**src/rtl/serializador_param.sv**
```systemverilog
// Parallel-to-serial converter: loads an N-bit word and presents it one bit at a
// time, advancing whenever the consumer strobes shift_en.
module serializador_param #(
  parameter int N         = 16,
  parameter bit MSB_FIRST = 1'b1
) (
  input  logic         clk,
  input  logic         reset,
  input  logic         load,
  input  logic [N-1:0] D,
  input  logic         shift_en,
  output logic         ready,
  output logic         sout,
  output logic         sout_valid,
  output logic         busy,
  output logic         done
);

  localparam int CW = $clog2(N);
  localparam logic [CW-1:0] LAST = CW'(N - 1);

  typedef enum logic [1:0] {
    IDLE  = 2'd0,
    SHIFT = 2'd1,
    DONE  = 2'd2
  } state_t;

  state_t        state, next_state;
  logic [N-1:0]  shreg, next_shreg;
  logic [CW-1:0] cnt, next_cnt;
  logic [N-1:0]  shifted;

  // The last shift also runs, so the register is empty once the word completes.
  assign shifted = MSB_FIRST ? {shreg[N-2:0], 1'b0} : {1'b0, shreg[N-1:1]};

  always_ff @(posedge clk) begin
    if (!reset) begin
      state <= IDLE;
      shreg <= '0;
      cnt   <= '0;
    end else begin
      state <= next_state;
      shreg <= next_shreg;
      cnt   <= next_cnt;
    end
  end

  always_comb begin
    next_state = state;
    next_shreg = shreg;
    next_cnt   = cnt;
    case (state)
      IDLE: begin
        if (load) begin
          next_shreg = D;
          next_cnt   = '0;
          next_state = SHIFT;
        end
      end
      SHIFT: begin
        if (shift_en) begin
          next_shreg = shifted;
          if (cnt == LAST) begin
            next_cnt   = '0;
            next_state = DONE;
          end else begin
            next_cnt = cnt + CW'(1);
          end
        end
      end
      DONE:    next_state = IDLE;
      default: next_state = IDLE;
    endcase
  end

  always_comb begin
    ready      = 1'b0;
    busy       = 1'b0;
    sout_valid = 1'b0;
    done       = 1'b0;
    sout       = 1'b0;
    case (state)
      IDLE:  ready = 1'b1;
      SHIFT: begin
        busy       = 1'b1;
        sout_valid = 1'b1;
        sout       = MSB_FIRST ? shreg[N-1] : shreg[0];
      end
      DONE:    done = 1'b1;
      default: ready = 1'b0;
    endcase
  end

endmodule

```
**config.mk**
```make
export PLATFORM = sky130hd
export DESIGN_NAME = serializador_param
export DESIGN_NICKNAME = d
export VERILOG_FILES = /design/src/rtl/serializador_param.sv
export SDC_FILE = /design/constraint.sdc
export NUM_CORES = 1
export LEC_CHECK = 0
export ABC_AREA = 1
export CORE_MARGIN = 1.5
export CORE_UTILIZATION = 49
export DETAILED_ROUTE_END_ITERATION = 8
export PLACE_DENSITY = 0.85
export SLEW_MARGIN = 20
export SYNTH_ARGS = -nofsm -noshare
export SYNTH_HDL_FRONTEND = slang
export SYNTH_SLANG_ARGS = --single-unit
```
**constraint.sdc**
```tcl
create_clock -name clk -period 1.65 [get_ports clk]
set_clock_uncertainty 0.15 [all_clocks]
set_input_delay 0.2475 -clock clk [delete_from_list [all_inputs] [get_ports clk]]
set_output_delay 0.2475 -clock clk [all_outputs]
set_load 0.05 [all_outputs]
```
==> results.toml, run 1 <==
[placed_design]
dp_hpwl_um = 1883
gp_congestion = 0.7907
placed_area_mm2 = 0.001418
portBuffers = 24
dpl.cell_count = 223

[routing]
firstDrtPassIters = 4
drc = 0
drt_iter0_markers = 17
ant_nets = 0
avgRoutedWirePerCell_um = 11.28
routed_wl_um = 2594
via_per_inst = 4.943
vias = 1137

[power]
p_int_uw = 859.5
power_density_mw_per_mm2 = 821.2
combPwrFrac_pct = 26.0
power.total_uw = 1232
p_sw_uw = 372.5
vdd_ir_drop_max_v = 0.0005439
pwr-share-clk_pct = 25.1
switching_share_pct = 30.23
seq_power_share_pct = 48.8
p_leak_uw = 0.0007101

[layout]
final_common_cell = "nand2_1"
utilization_pct = 68.48
final_cell_mix = "nand2_1 (59), nor2_1 (34), dfxtp_1 (20), clkdlybuf4s50_1 (19), o21ai_0 (18)"
layoutNonFillerInstCount = 230
syn2layout_area_growth_pct = 33.22
n_antenna_cell = 0
multi_input_area_um2 = 568.0
drive_above_1_share_pct = 14.85
fill_cells = 185
final_net_count = 224
final_area_mm2 = 0.001500
register_area_um2 = 445.4

[yosys]
synth.avg_cell_area_um2 = 6.472
yosys_warnings = 0
syn_area_mm2 = 0.001126
ys_types = 19
seq_area_frac_synth_pct = 39.11
syn_nets = 195
synth.ff_latch_count = 22
postSynthCellCount = 174

[global_route]
grt_pass1_wl_um = 4236
grt_max_degree = 19
grt_usage_pct = 21.85
antenna_found_initial = 0
grt_pass1_vias = 1011
grt_overflow_total = 0

[sta]
grt_setup_unrepaired = "yes"
max_freq_ghz = 0.6062
worstMarginPinSlew_ns = 0.2999
hold_viol_final = 0
period_needed_ns = 1.650
setup_viol = 0
hold_ws_ns = 0.3399
slew_headroom_pct = 79.98
slew_viol_final = 0
finalCritPeriodShare_pct = 99.98

[clock_network]
clk_pin_slew_ns = 0.12
cts_buffers = 3
cts.sinks = 22
clk-insertion-delay-late_ns = 0.32
cts_tree = "yes"
h-tree-depth = 1
clk_path_buf_depth = 2
root_buffer = "clkbuf_4"

[floorplanning]
fp-row-count = 17
die_h_um = 50.94
die_area_mm2 = 0.002595
io_pins = 25
initial_core_util_pct = 51.40
fp.coreArea_mm2 = 0.002191
die-width_um = 50.94

[critical_path]
cp.required_ns = 1.25
crit_top_cell = "nor2_4"
path_cells = "inv_2 -> nor2_4 -> clkinv_4 -> nor2_4 -> buf_12"
cp_slowest_stage_delay_ns = 0.39
critPathSlowestCell = "dfxtp_4"
path_delay_family = "flip-flops"
worstPathArrival_ns = 1.25
critPathKind = "reg -> out"
reg2reg_setup_slack_ns = 0.21
cp_max_fo = 4
start_kind = "register"
crit_path_end_kind = "output port"
crit_buf_inv = 3

[outcome]
outcome = "completed"

[min_path]
min_path_type = "reg -> reg"

[job]
cap_violations = 0
==> path summary, 6_finish.rpt <==
kind,from,end,cells after the start
setup / recovery,state[0]$_SDFFE_PN0P_,sout,5
hold / removal,shreg[0]$_SDFFE_PN0P_,shreg[0]$_SDFFE_PN0P_,2
setup reg to reg,state[0]$_SDFFE_PN0P_,shreg[0]$_SDFFE_PN0P_,6
hold reg to reg,shreg[0]$_SDFFE_PN0P_,shreg[0]$_SDFFE_PN0P_,2
==> power groups by stage <==
stage | combinational, µW | sequential (µW) | clock (µW)
floorplan | 205 | 607 | 0
global placement | 294 | 611 | 0
detailed placement | 300 | 614 | 0
CTS | 310 | 602 | 312
global route | 354 | 607 | 332
finish | 321 | 602 | 310
==> cell families after synthesis <==
group | Yosys count | share of synthesized area (%)
buffers and inverters | 22 | 12.00
flip-flops | 22 | 39.11
AND/OR/NAND/NOR | 107 | 37.67
adder cells (fa/ha/maj) | 1 | 1.111
AO/OA/AOI/OAI | 22 | 10.11
==> cell type report <==
type	count	share of cell area [%]
multi-input cells	130	37.86
flip-flops and latches	22	29.69
repair buffers	33	24.10
inverters	13	3.586
clock buffers	4	2.419
well taps	28	2.335
==> layer usage <==
layer  global-route usage (%)  up-vias  routed length [µm]  share of wire, %
met5                        0        -                   0                 0
met4                    13.51        0                  48               1.9
met3                    4.971        5                 122               4.7
met2                    36.36       36                1310                51
met1                    25.23      504                1113                43
li1                         -      592                   -                 -
==> timing repair <==
action	CTS	global route
setup buffers	0	3
hold buffers	0	0
hold endpoints to repair	0	0
setup endpoints to repair	3	3
pin swaps	0	1
gates cloned	0	0
gates resized for setup	7	1
==> state kept, by name (all words and copies together) (netlist names) <==
name	flops
shreg	16
cnt	4
state	2
==> cell usage after synthesis, drive strengths merged <==
master	n	area, µm²
a21oi	2	10.01
buf	9	86.33
dfxtp	22	440.4
ha	1	12.51
inv	13	48.80
nand2	62	240.2
nand3	7	35.03
nor2	37	143.9
nor3	1	5.000
o21ai	20	103.9
==> worst register-to-register path: stages, from the launching register on <==
cell,delay (ns)
dfxtp_4,0.38
buf_4,0.13
nand3_1,0.14
nand2_2,0.12
inv_2,0.26
nand2_1,0.09
a21oi_1,0.12
==> per-stage QoR <==
step	setup slack (ns)	setup TNS [ns]
detailed placement	0.007336	0
finish	0.0003761	0
global placement	0.05671	0
global route	-0.05157	-0.1303
floorplan	0.05876	0
CTS	-0.005612	-0.005612
(Power assumes the default switching activity.)
==> run 2: changes to the inputs <==
Settings changed: RECOVER_POWER set to 100, SETUP_SLACK_MARGIN set to 0.5.
==> results.toml, run 2 (synthesis results as in run 1) <==
[clock_network]
h-tree-depth = 1
clk_path_buf_depth = 2
cts.sinks = 22
hold_buffers = 0
cts_buffers = 3
root_buffer = "clkbuf_4"
clk_pin_slew_ns = 0.13
clk-insertion-delay-late_ns = 0.32
cts_tree = "yes"

[critical_path]
r2r_cells = 8
cp.required_ns = 1.25
rr_startpoint = "state[1]$_SDFFE_PN0P_"
crit_buf_inv = 3
path_delay_family = "flip-flops"
critPathKind = "reg -> out"
start_kind = "register"
crit_path_end_kind = "output port"
worstPathArrival_ns = 1.24
cp-endpoint = "busy"
r2r_end = "shreg[9]$_SDFFE_PN0P_"
critPathSlowestCell = "dfxtp_4"
cp_slowest_stage_delay_ns = 0.38
path_cells = "inv_2 -> nor2_4 -> buf_6 -> buf_12"
reg2reg_setup_slack_ns = 0.11
crit_cells = 4
cp-startpoint = "state[0]$_SDFFE_PN0P_"
cp_max_fo = 4

[power]
seq_power_share_pct = 43.5
p_leak_uw = 0.0008326
combPwrFrac_pct = 34.4
power_density_mw_per_mm2 = 762.1
pwr-share-clk_pct = 22.2
p_int_uw = 934.7
vdd_ir_drop_max_v = 0.0007097
switching_share_pct = 33.63
p_sw_uw = 473.6

[routing]
met3_length_um = 248
vias = 1355
drt_iter0_markers = 47
met2WireLength_um = 2126
ant_nets = 0
via_per_inst = 5.486
top_layer_used = "met4"
routed_wl_um = 3950
drc = 0
wl_met1_um = 1499
firstDrtPassIters = 4
avgRoutedWirePerCell_um = 15.99

[floorplanning]
die-width_um = 50.94
fp-row-count = 17
die_h_um = 50.94
fp.coreArea_mm2 = 0.002191
initial_core_util_pct = 51.40
die_area_mm2 = 0.002595
io_pins = 25

[placed_design]
portBuffers = 24
gp_congestion = 0.8269
dp_hpwl_um = 1831
dpl.cell_count = 224
placed_area_mm2 = 0.001448

[sta]
tns_ns = 0
finalCritPeriodShare_pct = 99.17
hold_ws_ns = 0.3498
slew_viol_final = 0
hold_viol_final = 0
slew_headroom_pct = 82.60
max_freq_ghz = 0.6111
grt_setup_unrepaired = "yes"
worstMarginPinSlew_ns = 0.2583
period_needed_ns = 1.636
setup_viol = 0

[job]
cap_violations = 0

[outcome]
outcome = "completed"

[layout]
multi_input_area_um2 = 723.2
largest_register_ffs = 16
layoutNonFillerInstCount = 247
final_area_mm2 = 0.001848
fill_cells = 139
largest-register = "shreg"
final_net_count = 241
reg_top3 = "shreg: 16 flops, cnt: 4 flops, state: 2 flops"
n_antenna_cell = 0
final_common_cell = "nand2_1"
register_area_um2 = 452.9
syn2layout_area_growth_pct = 64.11
final_cell_mix = "nand2_1 (56), nor2_1 (28), clkdlybuf4s50_1 (19), dfxtp_1 (18), o21ai_2 (14)"
drive_above_1_share_pct = 36.53

[global_route]
grt_usage_pct = 26.86
grt_pass1_wl_um = 5092
antenna_found_initial = 0
grt_pass1_vias = 1151
grt_overflow_total = 0
grt_max_degree = 17

[min_path]
min_path_type = "reg -> reg"
[run 2: cell types whose count changed in the layout (fill, tap and decap cells not counted), moves of 4 or more]
| cell | before | now |
|---|---|---|
| o21ai_0 | 18 | 2 |
| o21ai_2 | 1 | 14 |
| buf_6 | 1 | 9 |
| nor2_1 | 34 | 28 |
| buf_4 | 8 | 12 |
[run 2: worst min-delay path by stage]
stage	start	slack, ns	depth (start not counted)	to
CTS	cnt[3]$_SDFFE_PN0P_	0.34	2	state[1]$_SDFFE_PN0P_
detailed placement	shreg[0]$_SDFFE_PN0P_	0.33	2	shreg[0]$_SDFFE_PN0P_
finish	shreg[0]$_SDFFE_PN0P_	0.35	2	shreg[0]$_SDFFE_PN0P_
global placement	shreg[0]$_SDFFE_PN0P_	0.32	2	shreg[0]$_SDFFE_PN0P_
floorplan	shift_en	0.23	2	state[1]$_SDFFE_PN0P_
global route	shreg[0]$_SDFFE_PN0P_	0.36	2	shreg[0]$_SDFFE_PN0P_
[run 2: power groups by stage]
stage / Combinational, µW / Clock (µW) / Sequential (µW)
2_1_floorplan: 213 / 0 / 609
3_3_place_gp: 297 / 0 / 614
3_5_place_dp: 305 / 0 / 615
4_1_cts: 372 / 306 / 599
5_1_grt: 513 / 335 / 616
6_report: 484 / 312 / 612
[run 2: worst register-to-register path, delay by kind of cell (launching register included)]
kind	cells	cell delay, ns
compound gates	1	0.05
flops	1	0.39
simple gates	4	0.50
buf+inv	3	0.40
[run 2: through the flow]
step                util [%]  setup slack [ns]  power, µW
global placement       66.08           0.06870      910.9
detailed placement     66.08           0.03945      920.3
CTS                    74.24           0.02974       1276
floorplan                  -            0.1944      821.4
finish                 84.35           0.01368       1408
global route           84.35          -0.01140       1464
[run 2: repair_timing]
action,4_1_cts,5_1_grt
setup buffers,8,7
endpoints found under the hold margin,0,0
cloned,3,1
setup endpoints to repair,27,27
resized for setup,19,59
pin swaps,4,19
[run 2: area by class of cell]
| class | count | area share, % |
|---|---|---|
| Timing Repair Buffer | 47 | 27.96 |
| Clock buffer | 4 | 1.963 |
| Inverter | 13 | 3.453 |
| Multi-Input combinational cell | 131 | 39.13 |
| Sequential cell | 22 | 24.51 |
| Timing Repair inverter | 2 | 1.083 |
| Tap cell | 28 | 1.896 |
[run 2: layer usage]
| metal | track usage, % | up-vias |
|---|---|---|
| met1 | 28.31 | 638 |
| met4 | 12.16 | 0 |
| li1 | - | 629 |
| met5 | 0 | - |
| met2 | 51.52 | 78 |
| met3 | 4.094 | 10 |
